<file path="src/rtl/puf_pkg.sv">
// Package puf_pkg
//  Shared types and defaults for the CRO PUF measurement path.
//  - PUF_CHAL_W / PUF_CNT_W : default challenge and count widths, shared with
//    the CRO and edge-counter blocks so all three agree on the bus shape.
//  - seq_state_t            : challenge sequencer state encoding.
//  - max3                   : helper used to size the shared down-counter.
package puf_pkg;

   localparam int PUF_CHAL_W = 6;
   localparam int PUF_CNT_W  = 32;

   typedef enum logic [2:0] {
      IDLE   = 3'd0,
      SETTLE = 3'd1,
      REQ    = 3'd2,
      WAIT   = 3'd3,
      CMP    = 3'd4,
      GAP    = 3'd5,
      DONE   = 3'd6
   } seq_state_t;

   function automatic int max3(input int a, input int b, input int c);
      int m;
      m = (a > b) ? a : b;
      return (m > c) ? m : c;
   endfunction

endpackage

</file>
<file path="src/rtl/puf_challenge_seq_if.sv">
// Interface puf_challenge_seq_if
//  Bus between the challenge sequencer (master) and the CRO + edge counter
//  (slave).
//  Handshake: the master raises meas_start for exactly one cycle to open a
//  counting window for the current challenge; the slave later raises
//  meas_done for exactly one cycle with meas_count valid in that same cycle.
//  There is no back-pressure; meas_done is only honoured while the master is
//  waiting for it and is ignored at any other time.
//  Signals:
//   challenge  master->slave  CHAL_W  challenge to the CRO, {sel,bx}
//   ro_en      master->slave  1       CRO enable
//   meas_start master->slave  1       one-cycle window request
//   meas_done  slave->master  1       one-cycle result strobe
//   meas_count slave->master  CNT_W   RO edge count for the window
interface puf_challenge_seq_if #(
   parameter int CHAL_W = puf_pkg::PUF_CHAL_W,
   parameter int CNT_W  = puf_pkg::PUF_CNT_W
);
   logic [CHAL_W-1:0] challenge;
   logic              ro_en;
   logic              meas_start;
   logic              meas_done;
   logic [CNT_W-1:0]  meas_count;

   modport master (
      output challenge, ro_en, meas_start,
      input  meas_done, meas_count
   );

   modport slave (
      input  challenge, ro_en, meas_start,
      output meas_done, meas_count
   );
endinterface

</file>
<file path="src/rtl/puf_seq_timer.sv">
// Module puf_seq_timer
//  Loadable down-counter shared by the SETTLE, GAP and measurement-timeout
//  phases of the sequencer. Counts down while en=1 and saturates at zero.
//  Ports:
//   clk, rst  clock, asynchronous active-high reset
//   load      load load_val this cycle (has priority over en)
//   load_val  value to load
//   en        decrement this cycle
//   expired   count is zero
module puf_seq_timer #(
   parameter int W = 8
) (
   input  logic         clk,
   input  logic         rst,
   input  logic         load,
   input  logic [W-1:0] load_val,
   input  logic         en,
   output logic         expired
);

   logic [W-1:0] cnt;

   always_ff @(posedge clk or posedge rst) begin
      if (rst) begin
         cnt <= '0;
      end else if (load) begin
         cnt <= load_val;
      end else if (en && (cnt != '0)) begin
         cnt <= cnt - 1'b1;
      end
   end

   assign expired = (cnt == '0);

endmodule

</file>
<file path="src/rtl/puf_challenge_seq.sv">
// Module puf_challenge_seq
//  Initiator side of the CRO measurement path. Sweeps all 2**CHAL_W
//  challenges, requests one edge count per challenge and compares adjacent
//  pairs into the PUF response: bit k = cnt(2k) > cnt(2k+1), unsigned, tie 0.
//  Ports:
//   clk, rst     clock, asynchronous active-high reset
//   start        begin a sweep (honoured in IDLE and DONE only)
//   abort        synchronous abort back to IDLE, response kept
//   meas         master side of the CRO/counter bus
//   response     PUF response bits
//   busy         sweep in progress (not IDLE/DONE)
//   done         sweep finished (or timed out); response stable
//   timeout_err  a measurement timed out; cleared by the next accepted start
//   state_dbg    current sequencer state
module puf_challenge_seq
   import puf_pkg::*;
#(
   parameter int CHAL_W      = PUF_CHAL_W,
   parameter int CNT_W       = PUF_CNT_W,
   parameter int SETTLE_CYC  = 16,
   parameter int GAP_CYC     = 16,
   parameter int TIMEOUT_CYC = 2**26
) (
   input  logic                       clk,
   input  logic                       rst,
   input  logic                       start,
   input  logic                       abort,
   puf_challenge_seq_if.master        meas,
   output logic [2**(CHAL_W-1)-1:0]   response,
   output logic                       busy,
   output logic                       done,
   output logic                       timeout_err,
   output seq_state_t                 state_dbg
);

   localparam int TW = $clog2(max3(SETTLE_CYC, GAP_CYC, TIMEOUT_CYC)) + 1;
   // Timer is loaded with N-1 so that the phase lasts exactly N cycles.
   localparam logic [TW-1:0] SETTLE_LD  = TW'(SETTLE_CYC - 1);
   localparam logic [TW-1:0] GAP_LD     = TW'(GAP_CYC - 1);
   localparam logic [TW-1:0] TIMEOUT_LD = TW'(TIMEOUT_CYC - 1);

   seq_state_t        state_q, state_n;
   logic [CHAL_W-1:0] idx_q;
   logic [CNT_W-1:0]  count_q;
   logic [CNT_W-1:0]  ref_cnt_q;

   logic          tmr_load, tmr_en, tmr_expired;
   logic [TW-1:0] tmr_ld_val;
   logic          clr_sweep, latch_cnt, do_cmp, idx_inc, set_to;

   puf_seq_timer #(.W(TW)) u_timer (
      .clk      (clk),
      .rst      (rst),
      .load     (tmr_load),
      .load_val (tmr_ld_val),
      .en       (tmr_en),
      .expired  (tmr_expired)
   );

   always_ff @(posedge clk or posedge rst) begin
      if (rst) state_q <= IDLE;
      else     state_q <= state_n;
   end

   always_comb begin
      state_n    = state_q;
      tmr_load   = 1'b0;
      tmr_ld_val = '0;
      tmr_en     = 1'b0;
      clr_sweep  = 1'b0;
      latch_cnt  = 1'b0;
      do_cmp     = 1'b0;
      idx_inc    = 1'b0;
      set_to     = 1'b0;
      if (abort) begin
         state_n = IDLE;
      end else begin
         case (state_q)
            IDLE, DONE: begin
               if (start) begin
                  state_n    = SETTLE;
                  clr_sweep  = 1'b1;
                  tmr_load   = 1'b1;
                  tmr_ld_val = SETTLE_LD;
               end
            end
            SETTLE: begin
               if (tmr_expired) state_n = REQ;
               else             tmr_en  = 1'b1;
            end
            REQ: begin
               state_n    = WAIT;
               tmr_load   = 1'b1;
               tmr_ld_val = TIMEOUT_LD;
            end
            WAIT: begin
               // A result arriving on the expiry cycle still counts.
               if (meas.meas_done) begin
                  state_n   = CMP;
                  latch_cnt = 1'b1;
               end else if (tmr_expired) begin
                  state_n = DONE;
                  set_to  = 1'b1;
               end else begin
                  tmr_en = 1'b1;
               end
            end
            CMP: begin
               state_n    = GAP;
               do_cmp     = 1'b1;
               tmr_load   = 1'b1;
               tmr_ld_val = GAP_LD;
            end
            GAP: begin
               if (!tmr_expired) begin
                  tmr_en = 1'b1;
               end else if (idx_q == '1) begin
                  state_n = DONE;
               end else begin
                  state_n    = SETTLE;
                  idx_inc    = 1'b1;
                  tmr_load   = 1'b1;
                  tmr_ld_val = SETTLE_LD;
               end
            end
            default: state_n = IDLE;
         endcase
      end
   end

   // Datapath and registered outputs. Outputs are decoded from the next
   // state so they change on the same edge as the state itself and stay
   // glitch-free toward the CRO.
   always_ff @(posedge clk or posedge rst) begin
      if (rst) begin
         idx_q           <= '0;
         count_q         <= '0;
         ref_cnt_q       <= '0;
         response        <= '0;
         timeout_err     <= 1'b0;
         meas.ro_en      <= 1'b0;
         meas.meas_start <= 1'b0;
         busy            <= 1'b0;
         done            <= 1'b0;
      end else begin
         if (clr_sweep) begin
            idx_q       <= '0;
            response    <= '0;
            timeout_err <= 1'b0;
         end
         if (idx_inc)   idx_q       <= idx_q + 1'b1;
         if (latch_cnt) count_q     <= meas.meas_count;
         if (set_to)    timeout_err <= 1'b1;
         if (do_cmp) begin
            if (!idx_q[0]) ref_cnt_q <= count_q;
            else           response[idx_q[CHAL_W-1:1]] <= (ref_cnt_q > count_q);
         end
         meas.ro_en      <= (state_n == SETTLE) || (state_n == REQ) ||
                            (state_n == WAIT)   || (state_n == CMP);
         meas.meas_start <= (state_n == REQ);
         busy            <= (state_n != IDLE) && (state_n != DONE);
         done            <= (state_n == DONE);
      end
   end

   // idx only moves while ro_en is low, so challenge is stable in a window.
   assign meas.challenge = idx_q;
   assign state_dbg      = state_q;

endmodule
</file>
<file path="src/flat_wrapper.sv">
// flat-port wrapper written by rule: the top's interface ports become plain ports
module puf_challenge_seq_flat import puf_pkg::*;
#(
   parameter int CHAL_W      = PUF_CHAL_W,
   parameter int CNT_W       = PUF_CNT_W,
   parameter int SETTLE_CYC  = 16,
   parameter int GAP_CYC     = 16,
   parameter int TIMEOUT_CYC = 2**26
)
  (clk, rst, start, abort, response, busy, done, timeout_err, state_dbg, meas_challenge, meas_ro_en, meas_meas_start, meas_meas_done, meas_meas_count);
  puf_challenge_seq_if #(.CHAL_W(CHAL_W), .CNT_W(CNT_W)) meas_i ();
  input  logic clk;
  input  logic rst;
  input  logic start;
  input  logic abort;
  output logic [2**(CHAL_W-1)-1:0] response;
  output logic busy;
  output logic done;
  output logic timeout_err;
  output seq_state_t state_dbg;
  output wire logic [$bits(meas_i.challenge)-1:0] meas_challenge;
  output wire logic [$bits(meas_i.ro_en)-1:0] meas_ro_en;
  output wire logic [$bits(meas_i.meas_start)-1:0] meas_meas_start;
  input wire logic [$bits(meas_i.meas_done)-1:0] meas_meas_done;
  input wire logic [$bits(meas_i.meas_count)-1:0] meas_meas_count;
  assign meas_challenge = meas_i.challenge;
  assign meas_ro_en = meas_i.ro_en;
  assign meas_meas_start = meas_i.meas_start;
  assign meas_i.meas_done = meas_meas_done;
  assign meas_i.meas_count = meas_meas_count;
  puf_challenge_seq #(.CHAL_W(CHAL_W), .CNT_W(CNT_W), .SETTLE_CYC(SETTLE_CYC), .GAP_CYC(GAP_CYC), .TIMEOUT_CYC(TIMEOUT_CYC)) u_core (.clk(clk), .rst(rst), .start(start), .abort(abort), .meas(meas_i), .response(response), .busy(busy), .done(done), .timeout_err(timeout_err), .state_dbg(state_dbg));
endmodule
</file>
<file path="config.mk">
export PLATFORM = sky130hd
export DESIGN_NAME = puf_challenge_seq_flat
export DESIGN_NICKNAME = d
export VERILOG_FILES = /design/src/rtl/puf_pkg.sv /design/src/rtl/puf_challenge_seq_if.sv /design/src/rtl/puf_seq_timer.sv /design/src/rtl/puf_challenge_seq.sv /design/src/flat_wrapper.sv
export SDC_FILE = /design/constraint.sdc
export NUM_CORES = 1
export LEC_CHECK = 0
export ABC_AREA = 1
export BUFFER_PORTS_ARGS = -buffer_cell sky130_fd_sc_hd__buf_2
export CORE_MARGIN = 4
export CORE_UTILIZATION = 45
export CTS_CLUSTER_DIAMETER = 150
export DETAILED_ROUTE_END_ITERATION = 7
export PLACE_DENSITY = 0.67
export SLEW_MARGIN = 15
export SYNTH_ARGS = -nofsm -noshare
export SYNTH_HDL_FRONTEND = slang
export SYNTH_SLANG_ARGS = --single-unit
</file>
<file path="constraint.sdc">
create_clock -name clk -period 5.59 [get_ports clk]
set_input_delay 1.118 -clock clk [delete_from_list [all_inputs] [get_ports clk]]
set_output_delay 1.118 -clock clk [all_outputs]
set_load 0.02 [all_outputs]
</file>
# Yosys cells after proc, flatten, opt, wreduce, memory -nomap -nowiden
# Index checks and enable logic that the tools add are counted.
# W data, S select, Z words.
op_classes:
  n_lt_le_gt_ge: 3
  n_reduce_logical: 17
  bitwise_logic: 1
  n_eq_ne: 13
  add_sub_neg: 2
  muxes: 47
ops:
  columns: ["op", "count"]
  rows:
  - ["$mux W27", 4]
  - ["$pmux W27 S4", 1]
  - ["$mux W32", 3]
  - ["$bwmux W32", 1]
  - ["$gt A32 B32 Y1", 1]
  - ["$logic_not A27 Y1", 1]
  - ["$reduce_bool A27 Y1", 1]
  - ["$sub A27 B1 Y27 const B", 1]
  - ["$mux W1", 23]
  - ["$mux W3", 7]
  - ["$pmux W3 S6", 1]
  - ["$eq A3 B3 Y1 const B", 5]
  - ["$eq A3 B2 Y1 const B", 4]
  - ["$mux W6", 2]
  - ["$mux W4", 2]
  - ["$add A6 B1 Y6 const B", 1]
  - ["$eq A3 B1 Y1 const B", 2]
  - ["$eq A6 B6 Y1 const B", 1]
  - ["$lt A5 B6 Y1 const B", 1]
  - ["$reduce_bool A2 Y1", 3]
  - ["$reduce_or A2 Y1", 3]
  - ["$demux W1 S5", 1]
  - ["$ge A5 B1 Y1 const B", 1]
  - ["$logic_and A1 B1 Y1", 3]
  - ["8 further kinds", 10]
totals:
  input_bits: 37
  wordCells: 94
  output_inout_bits: 46
  register_bits: 137

# Logic depth before layout (Yosys ltp)
# Gate-level depths: netlist of the first run.
logic_depth:
  word_depth: 9
  depth_mapped: 14

# By module
# A second synthesis of the first run with hierarchy kept.
unflattened:
  cells_unflattened: 1015
  hier_area_um2: 7888.8
modules_own_cells:
  columns: ["mod", "cells_each", "instances", "area_each_um2", "seq_area_each_um2"]
  rows:
  - ["puf_challenge_seq", 653, 1, 5606.6, 2752.6]
  - ["puf_seq_timer", 362, 1, 2282.2, 675.6]

# Least setup slack after synthesis of the first run
# OpenSTA, ideal clock, no wires.
synth_path:
  path_type: "in2reg"
  start: "input abort"
  end: "register u_core.ref_cnt_q[1]"
  path_buffers: 1
  slack_ps: 3420
  setup_time_ps: 119
  arrival_ps: 2051
  path_stages: 6
  t_required_ps: 5471
  cell_sequence: "nor2_1 > inv_1 > nor2_2 > buf_2 > nand2_1 > o21a_1"
synth_between:
  elab_chain_len: 2
synth_rtl:
  columns: ["item", "line", "source"]
  rows:
  - ["from (decl)", "flat_wrapper.sv:15", "input logic abort;"]
  - ["$mux W1", "puf_challenge_seq.sv:75", "if (abort) begin"]
  - ["$reduce_and A2 Y1 (no line)", null, null]
  - ["to (signal assigned)", "puf_challenge_seq.sv:155", "if (!idx_q[0]) ref_cnt_q <= count_q;"]
  - ["to (decl)", "puf_challenge_seq.sv:45", "logic [CNT_W-1:0] ref_cnt_q;"]
# No other way between the ends.
# A chain may end at the register's enable or synchronous reset.

# Worst setup path in the final report of the first run
layout_path:
  start: "register u_core.ref_cnt_q[31]"
  end: "register u_core.response[14]"
layout_between:
  elab_chain_len: 4
layout_rtl:
  columns: ["item", "line", "source"]
  rows:
  - ["$gt A32 B32 Y1", "puf_challenge_seq.sv:156", "else response[idx_q[CHAL_W-1:1]] <= (ref_cnt_q > count_q);"]
  - ["$bwmux W32", "puf_challenge_seq.sv:156", null]
  - ["$mux W32", "puf_challenge_seq.sv:155", null]
  - ["$mux W32", "puf_challenge_seq.sv:154", "if (do_cmp) begin"]
  - ["to (signal, indexed assignment)", "puf_challenge_seq.sv:156", null]
  - ["to (decl)", "puf_challenge_seq.sv:29", "output logic [2**(CHAL_W-1)-1:0] response,"]
# No other way between the ends.

==> qor.yml, run 1 <==
cts_tree: "yes"
insertion_delay_ns: 0.42
p_int_mw: 1.88
setup_violations: 0
synth_warnings: 0
n_antenna_cell: 0
wl_per_cell_um: 13.5
ys_seq_area_frac: 0.461
cap_violations: 0
grt_pass1_vias: 5586
synth_area_leaders: "dfrtp_1, nand2_1, nor2_1"
p_clk_frac: 0.395
grt_pass1_wl_mm: 26.7
fp.dieArea_um2: 18600
synth-seq-cells: 137
synthFlopType: "dfrtp_1"
status: "completed"
yosys-mux-area-fraction: 0.00151
dr.pass1.iters: 5
worst_pin_slew_ns: 1.07
final_nets: 1052
multi_input_area_um2: 3430
startpoint_type: "flop"
synth-compound-area-share: 0.141
final_common_cell: "nand2_1"
drtIter0Drc: 363
dpl.hpwl_mm: 11.2
stdcell_area_um2: 8540
synth_area_um2: 7440
synth-simple-area-share: 0.239
syn_nets: 979
syn_area_per_cell_um2: 8.19
end_kind: "flop"
fillCellCount: 1521
ant_nets: 0
critPathKind: "reg2reg"
dpl_cell_area_um2: 7990
regArea_um2: 3430
drt-total-wl_mm: 16.3
synth_cells: 908
post-route-min-period_ns: 2.54
num_rows: 46
combPwrFrac: 0.176
numPortBuffers: 82
critPathRequiredTime_ns: 5.94
cp_max_fo: 32
grt.total_usage: 0.181
overflow: 0
layout_common_cells: "nand2_1, dfrtp_1, nor2_1, inv_1, buf_2"
relSlewSlack: 0.288
post_cts_buffers: 0
arrival_ns: 2.89
clock-sinks: 137
setup-tns-final_ns: 0
antenna_found_initial: 0
peakVddDrop_v: 0.000224
grt_max_degree: 91
hold_viol: 0
skew_ns: 0.00780
synth_top_cell_area_share: 0.461
p_per_area_nw_per_um2: 310
p_seq_frac: 0.429
fmax_mhz: 393
die_w_um: 137
synth-edff-count: 0
initial_core_util: 0.463
swShare: 0.292
synth_cell_types: 38
cts_hold_buf: 0
place_congestion: 0.824
synth_top_family_by_area: "simple AND/OR/NAND/NOR gates"
area_growth_syn_to_layout_pct: 14.8
clkSlewWorstSetupHoldPaths_ns: 0.06
num_vias: 6027
yosysTopAreaCell: "dfrtp_1"
clk_path_buf_depth: 2
period_share: 0.455
core_area_um2: 16100
synth_xor_area_frac: 0.0224
p_sw_mw: 0.774
min_path_type: "reg2reg"
htreeDepth: 4
die_h_um: 137
synthAdderAreaFrac: 0.0572
cts-root-buf: "clkbuf_16"
reg2reg_slack_ns: 3.05
drt-vias-per-instance: 4.99
async_reset_ff_frac: 1.00
slew_violations: 0
numCtsBuffers: 17
drive_gt1_frac: 0.141
ios: 83
drc: 0
p_leak_nw: 4.44
rsz0062_at_grt: "false"
cts-resized-gates: 0
## power groups by stage
stage	sequential (mW)	combinational, mW	clock, mW
floorplan	1.14	0.384	0
global placement	1.15	0.461	0
detailed placement	1.15	0.469	0
CTS	1.14	0.472	1.07
global route	1.15	0.540	1.12
finish	1.14	0.467	1.05
## registers in the layout, indices dropped and copies added (netlist names)
signal                  flops
u_core.meas.challenge       6
u_core.response            32
u_core.meas.meas_start      1
u_core.done                 1
u_core.count_q             32
u_core.meas.ro_en           1
u_core.busy                 1
u_core.timeout_err          1
u_core.u_timer.cnt         27
u_core.state_dbg            3
u_core.ref_cnt_q           32
## final timing paths
kind	start	to	depth (start not counted)
worst max register to register	u_core.ref_cnt_q[31]$_DFFE_PP0P_	u_core.response[14]$_DFF_PP0_	9
worst min-delay path	u_core.u_timer.cnt[22]$_DFFE_PP0P_	u_core.u_timer.cnt[22]$_DFFE_PP0P_	2
worst max-delay path	u_core.ref_cnt_q[31]$_DFFE_PP0P_	u_core.response[14]$_DFF_PP0_	9
worst min register to register	u_core.u_timer.cnt[22]$_DFFE_PP0P_	u_core.u_timer.cnt[22]$_DFFE_PP0P_	2
max in group asynchronous	rst	u_core.meas.challenge[2]$_DFFE_PP0P_	3
min in group asynchronous	rst	u_core.response[10]$_DFF_PP0_	2
## critical path, stage by stage (launching register included)
cell and delay (ns):
dfrtp_1 0.38, ha_1 0.32, nand4_1 0.10, inv_1 0.07, nand2_1 0.07, nor4_1 0.34, nand2_1 0.12, nand2_1 0.79
nand3_1 0.16, nand2_1 0.12
## metrics by stage
stage,power [mW],setup WS (ns),util,instances,hold slack (ns)
4_1_cts,2.67,3.00,0.532,1208,0.482
3_3_place_gp,1.61,2.63,0.498,1178,0.463
3_5_place_dp,1.62,2.60,0.498,1178,0.465
2_1_floorplan,1.53,0.804,-,908,0.449
5_1_grt,2.81,2.71,0.532,1208,0.507
6_report,2.65,3.05,0.532,1208,0.485
## kinds of logic (layout without fill, tap and decap cells)
logic type / count (synthesis) / count (layout)
AND/OR/NAND/NOR: 410 / 410
AO/OA/AOI/OAI: 169 / 169
buffers and inverters: 138 / 222
flip-flops: 137 / 137
adder cells (fa/ha/maj): 34 / 34
XOR/XNOR: 19 / 19
multiplexers: 1 / 1
## metal layers
layer  global-route usage  part of all wire
met5                    0                 0
met3               0.0412             0.038
met1                0.244              0.48
met2                0.285              0.46
met4               0.0666             0.019
## Yosys cell counts (12+ instances only)
library cell,n
xor2_1,18
o21ai_0,26
nand3_1,53
clkbuf_1,12
inv_1,97
o21a_1,32
dfrtp_1,137
nor2_1,124
ha_1,34
nand2_1,200
a21oi_1,57
o211ai_1,36
## area by class of cell
class	count	area share
clock buffers	22	0.0555
clock inverters	8	0.00850
inverters	106	0.0489
multi-input cells	633	0.402
flip-flops and latches	137	0.402
well taps	216	0.0317
repair buffers	86	0.0516
No activity file was read; power rests on OpenSTA's default activity.
==> inputs of run 2 (changes only) <==
==> constraint.sdc (replaced) <==
create_clock -name clk -period 2.6 [get_ports clk]
set_input_delay 0.52 -clock clk [delete_from_list [all_inputs] [get_ports clk]]
set_output_delay 0.52 -clock clk [all_outputs]
set_load 0.02 [all_outputs]
==> run 2 against run 1 <==
Clock power is 130% higher. Wire length up 0.33%. Critical path depth grew 3. Sequential share of layout area decreased by 0.67 points. Die area unchanged. Clock-buffer cell count fell by 5. Via count grew 0.66%. Flip-flop and latch count did not move. Power increased by 120%. Clock skew fell by 0.00055 ns. Sequential power is 110% higher. Largest cell class unchanged.
==> qor.yml, run 2 (synthesized netlist as in run 1, its figures left out) <==
routed-wl-met2_mm: 7.62  # +1.7%
drc: 0  # unchanged
drt-vias-per-instance: 4.99  # about the same
skew_ns: 0.00725  # -0.000554 ns
fillCellCount: 1506  # -0.99%
clk_path_buf_depth: 2  # unchanged
post_cts_buffers: 0  # unchanged
htreeDepth: 4  # unchanged
final_common_cell: "nand2_1"
wl_met3_um: 698  # +13%
arrival_ns: 2.56  # -0.33 ns
drive_gt1_frac: 0.151  # +0.00972
peakVddDrop_v: 0.000556  # +150%
status: "completed"
setup_violations: 0  # unchanged
antenna_found_initial: 0  # unchanged
initial_core_util: 0.463  # unchanged
pre_cts_ws_ns: 0.384  # -2.22 ns
highest_layer: "met4"
setup-tns-final_ns: 0  # unchanged
num_rows: 46  # unchanged
post-route-min-period_ns: 2.22  # -0.326 ns
r2r-start: "u_core.u_timer.cnt[0]$_DFFE_PP0P_"
die_h_um: 137  # unchanged
reg_top3: "u_core.count_q (32), u_core.ref_cnt_q (32), u_core.response (32)"
wl_met1_mm: 7.69  # -2.0%
die_w_um: 137  # unchanged
n_antenna_cell: 0  # unchanged
ant_nets: 0  # unchanged
cts_tree: "yes"
power_mw: 5.91  # +120%
numPortBuffers: 82  # unchanged
drt-total-wl_mm: 16.3  # +0.33%
end_kind: "flop"
grt.total_usage: 0.180  # -0.000392
fp.dieArea_um2: 18600  # unchanged
cp_max_fo: 36  # +13%
core_area_um2: 16100  # unchanged
clock-sinks: 137  # unchanged
grt_max_degree: 86  # -5.5%
reg2reg_depth: 12  # +3
period_share: 0.853  # +0.398
p_leak_nw: 4.50  # +1.3%
cts-root-buf: "clkbuf_16"
r2r_end: "u_core.u_timer.cnt[7]$_DFFE_PP0P_"
place_congestion: 0.850  # +3.2%
worst_slack_ns: 0.383  # -2.66 ns
critPathKind: "reg2reg"
insertion_delay_ns: 0.42  # about the same
slew_violations: 0  # unchanged
grt_pass1_wl_mm: 26.8  # +0.49%
num_vias: 6067  # +0.66%
hold_viol: 0  # unchanged
relSlewSlack: 0.680  # +0.391
fmax_mhz: 451  # +15%
clkSlewWorstSetupHoldPaths_ns: 0.06  # about the same
min_path_type: "in2async"
wl_per_cell_um: 13.4  # -0.41%
cts-resized-gates: 0  # unchanged
reg2reg_slack_ns: 0.38  # -2.66 ns
grt_pass1_vias: 5586  # unchanged
overflow: 0  # unchanged
final_nets: 1059  # +0.67%
p_per_area_nw_per_um2: 681  # +120%
worst_pin_slew_ns: 0.479  # -0.586 ns
ios: 83  # unchanged
rsz0062_at_grt: "false"
dr.pass1.iters: 4  # -1
layout_common_cells: "nand2_1, dfrtp_1, nor2_1, inv_1, buf_2"
startpoint_type: "flop"
numCtsBuffers: 17  # unchanged
cap_violations: 0  # unchanged
cts_hold_buf: 0  # unchanged
drtIter0Drc: 337  # -7.2%
area_growth_syn_to_layout_pct: 16.8
critPathRequiredTime_ns: 2.94  # -3.00 ns
dpl.hpwl_mm: 11.6  # +2.8%
-- run 2: cell count changes in the layout (fill, tap and decap cells not counted) --
cell / previous run / this run
buf_4: 4 / 8
clkinv_4: 0 / 1
clkbuf_8: 3 / 0
buf_12: 0 / 3
inv_8: 0 / 1
clkinvlp_4: 3 / 6
clkbuf_1: 2 / 0
bufinv_16: 1 / 3
-- run 2: report_power, final --
part           internal, mW  switching, mW
registers              2.30          0.145
logic                 0.368          0.650
clock network          1.51          0.938
-- run 2: through the flow --
step	util	hold slack (ns)	instances	cell area [um2]
3_3_place_gp	0.503	0.466	1185	8080
3_5_place_dp	0.503	0.475	1185	8080
4_1_cts	0.541	0.208	1217	8680
6_report	0.541	0.205	1217	8680
5_1_grt	0.541	0.230	1217	8680
2_1_floorplan	-	0.449	908	7440
-- run 2: how the worst max path moves through the flow --
stage,to,start,slack (ns)
4_1_cts,u_core.u_timer.cnt[0]$_DFFE_PP0P_,u_core.u_timer.cnt[0]$_DFFE_PP0P_,0.38
5_1_grt,u_core.u_timer.cnt[20]$_DFFE_PP0P_,u_core.u_timer.cnt[0]$_DFFE_PP0P_,0.20
6_report,u_core.u_timer.cnt[7]$_DFFE_PP0P_,u_core.u_timer.cnt[0]$_DFFE_PP0P_,0.38
3_5_place_dp,u_core.u_timer.cnt[18]$_DFFE_PP0P_,u_core.u_timer.cnt[0]$_DFFE_PP0P_,0.38
2_1_floorplan,u_core.busy$_DFF_PP0_,rst,0.37
3_3_place_gp,u_core.u_timer.cnt[19]$_DFFE_PP0P_,u_core.u_timer.cnt[0]$_DFFE_PP0P_,0.46
-- run 2: critical path: stages (launching register included) --
cell      delay, ns
dfrtp_1        0.38
inv_1          0.09
ha_1           0.26
nand2_4        0.10
nor2_8         0.16
nand3_4        0.14
nor2_8         0.16
nand4_4        0.18
nand2_4        0.24
nor2_8         0.10
clkinv_8       0.17
nand2_1        0.09
o21ai_2        0.06
-- run 2: layout make-up --
class / instances / area (um2) / share of cell area
multi-input combinational: 633 / 3430 / 0.396
clock buffer: 17 / 425 / 0.0490
sequential: 137 / 3430 / 0.395
timing repair buffer: 93 / 531 / 0.0611
inverter: 106 / 417 / 0.0480
clock inverter: 15 / 176 / 0.0203
tap: 216 / 270 / 0.0311
-- run 2: routing by layer --
metal	vias up	GRT usage
met1	2802	0.249
met3	20	0.0349
met5	-	0
met4	0	0.0689
li1	3135	-
met2	110	0.282
==> inputs of run 3 (changes only) <==
--- a/config.mk
+++ b/config.mk
@@ -7,6 +7,7 @@
 export LEC_CHECK = 0
 export ABC_AREA = 1
 export BUFFER_PORTS_ARGS = -buffer_cell sky130_fd_sc_hd__buf_2
+export CORE_ASPECT_RATIO = 1.4
 export CORE_MARGIN = 4
 export CORE_UTILIZATION = 45
 export CTS_CLUSTER_DIAMETER = 150
==> run 3 against run 2 <==
Non-clock buffer count grew 1. Global-route usage is 1.4 points higher. Critical endpoint is now u_core.u_timer.cnt[19]$_DFFE_PP0P_. Power increased by 0.71%. Worst hold slack got worse by 0.066 ns. Largest cell class unchanged. Cell count down 1.4%. Largest power group is now the clock network.
==> qor.yml, run 3 (synthesized netlist as in run 1, its figures left out) <==
status: "completed"
final_nets: 1060  # +0.094%
drive_gt1_frac: 0.150  # -0.000999
cts-root-buf: "clkbuf_16"
cts_hold_buf: 0  # unchanged
fmax_mhz: 450  # -0.26%
cpPeakStageDelay_ns: 0.48  # +0.10 ns
n_antenna_cell: 0  # unchanged
ant_nets: 0  # unchanged
dr.pass1.iters: 5  # +1
routed-wl-met2_mm: 8.70  # +14%
p_clk_frac: 0.415  # about the same
numCtsBuffers: 17  # unchanged
die_h_um: 160  # +17%
cp_cell_sequence: "ha_1, nand3_1, nor2_1, inv_1, nand4_4, nand2_4, nor2_8, clkinv_8, nand2_1, o21ai_0"
p_leak_nw: 4.52  # +0.49%
p_seq_frac: 0.411  # -0.003
wl_met1_mm: 7.40  # -3.8%
drt-vias-per-instance: 5.16  # +3.5%
crit_family: "simple AND/OR/NAND/NOR gates"
hold_viol: 0  # unchanged
die_w_um: 117  # -15%
grt.total_usage: 0.194  # +0.0138
critPathRequiredTime_ns: 2.89  # -0.05 ns
startpoint_type: "flop"
arrival_ns: 2.51  # -0.05 ns
cp_max_fo: 36  # unchanged
numPortBuffers: 82  # unchanged
cp_slowest_cell: "dfrtp_1"
clock-sinks: 137  # unchanged
critPathKind: "reg2reg"
insertion_delay_ns: 0.41  # about the same
drc: 0  # unchanged
wl_met3_um: 826  # +18%
num_rows: 55  # +20%
end_kind: "flop"
htreeDepth: 4  # unchanged
place_congestion: 0.843  # -0.78%
reg_top3: "u_core.count_q (32), u_core.ref_cnt_q (32), u_core.response (32)"
final_common_cell: "nand2_1"
post_cts_buffers: 0  # unchanged
combPwrFrac: 0.174  # +0.002
drtIter0Drc: 320  # -5.0%
p_sw_mw: 1.73  # -0.33%
num_vias: 6193  # +2.1%
grt_pass1_vias: 6196  # +11%
rsz0062_at_grt: "false"
antenna_found_initial: 0  # unchanged
highest_layer: "met4"
grt_pass1_wl_mm: 29.6  # +11%
skew_ns: 0.0137  # +0.00647 ns
min_path_type: "in2async"
cap_violations: 0  # unchanged
area_growth_syn_to_layout_pct: 16.9
slew_violations: 0  # unchanged
fp.dieArea_um2: 18700  # +0.16%
ios: 83  # unchanged
final_util: 0.538  # -0.00311
peakVddDrop_v: 0.000385  # -31%
layout_common_cells: "nand2_1, dfrtp_1, nor2_1, inv_1, buf_2"
setup_violations: 0  # unchanged
post-route-min-period_ns: 2.22  # +0.00580 ns
dpl.hpwl_mm: 12.2  # +5.7%
initial_core_util: 0.460  # -0.00326
overflow: 0  # unchanged
p_int_mw: 4.23  # +1.1%
grt_max_degree: 65  # -24%
p_per_area_nw_per_um2: 685  # +0.58%
core_area_um2: 16200  # +0.71%
clk_path_buf_depth: 2  # unchanged
relSlewSlack: 0.653  # -0.0269
period_share: 0.855  # +0.00223
power_mw: 5.96  # +0.71%
setup-tns-final_ns: 0  # unchanged
drt-total-wl_mm: 17.3  # +5.7%
clkSlewWorstSetupHoldPaths_ns: 0.06  # about the same
swShare: 0.290  # -0.00303
wl_per_cell_um: 14.4  # +7.2%
cts_tree: "yes"
cts-resized-gates: 0  # unchanged
worst_pin_slew_ns: 0.520  # +0.0407 ns
whs_ns: 0.139  # -0.0662 ns
crit_buf_inv: 2  # unchanged
## run 3: cell types whose count changed in the layout (fill, tap and decap cells not counted), sizes merged
cell | before | now
clkinvlp | 6 | 4
buf | 93 | 94
clkbuf | 17 | 20
clkinv | 12 | 10
## run 3: path summary, 6_finish.rpt
| check | cells past startpoint | endpoint | slack [ns] | from |
|---|---|---|---|---|
| worst max register to register | 10 | u_core.u_timer.cnt[19]$_DFFE_PP0P_ | 0.38 | u_core.meas.challenge[0]$_DFFE_PP0P_ |
| worst min register to register | 2 | u_core.timeout_err$_DFFE_PP0P_ | 0.49 | u_core.timeout_err$_DFFE_PP0P_ |
| worst min-delay path | 2 | u_core.count_q[16]$_DFFE_PP0P_ | 0.14 | rst |
| max in group asynchronous | 3 | u_core.count_q[2]$_DFFE_PP0P_ | 1.80 | rst |
| min in group clk | 3 | u_core.count_q[15]$_DFFE_PP0P_ | 0.35 | meas_meas_count[15] |
| worst max-delay path | 10 | u_core.u_timer.cnt[19]$_DFFE_PP0P_ | 0.38 | u_core.meas.challenge[0]$_DFFE_PP0P_ |
## run 3: cell type report
| cell class | instances | area [um2] |
|---|---|---|
| well taps | 199 | 249 |
| clock inverters | 11 | 145 |
| flip-flops and latches | 137 | 3430 |
| multi-input cells | 633 | 3430 |
| fillers | 1531 | 7480 |
| clock buffers | 20 | 457 |
| inverters | 106 | 417 |
| repair buffers | 94 | 563 |
## run 3: routing by layer
layer  up-vias  track usage
li1       3125            -
met1      2910        0.249
met2       131        0.329
met3        27       0.0364
met4         0       0.0589
met5         -            0
## run 3: power groups by stage
| stage | combinational (mW) | sequential (mW) | clock, mW |
|---|---|---|---|
| floorplan | 0.827 | 2.46 | 0 |
| CTS | 1.04 | 2.45 | 2.53 |
| global placement | 1.02 | 2.48 | 0 |
| finish | 1.03 | 2.45 | 2.47 |
| global route | 1.20 | 2.47 | 2.61 |
| detailed placement | 1.04 | 2.48 | 0 |
## run 3: per-stage QoR
| step | std cells | cell area [um2] | setup slack, ns |
|---|---|---|---|
| finish | 1200 | 8690 | 0.377 |
| detailed placement | 1169 | 8090 | 0.353 |
| global route | 1200 | 8690 | 0.135 |
| floorplan | 908 | 7440 | 0.373 |
| CTS | 1200 | 8690 | 0.355 |
| global placement | 1169 | 8090 | 0.421 |
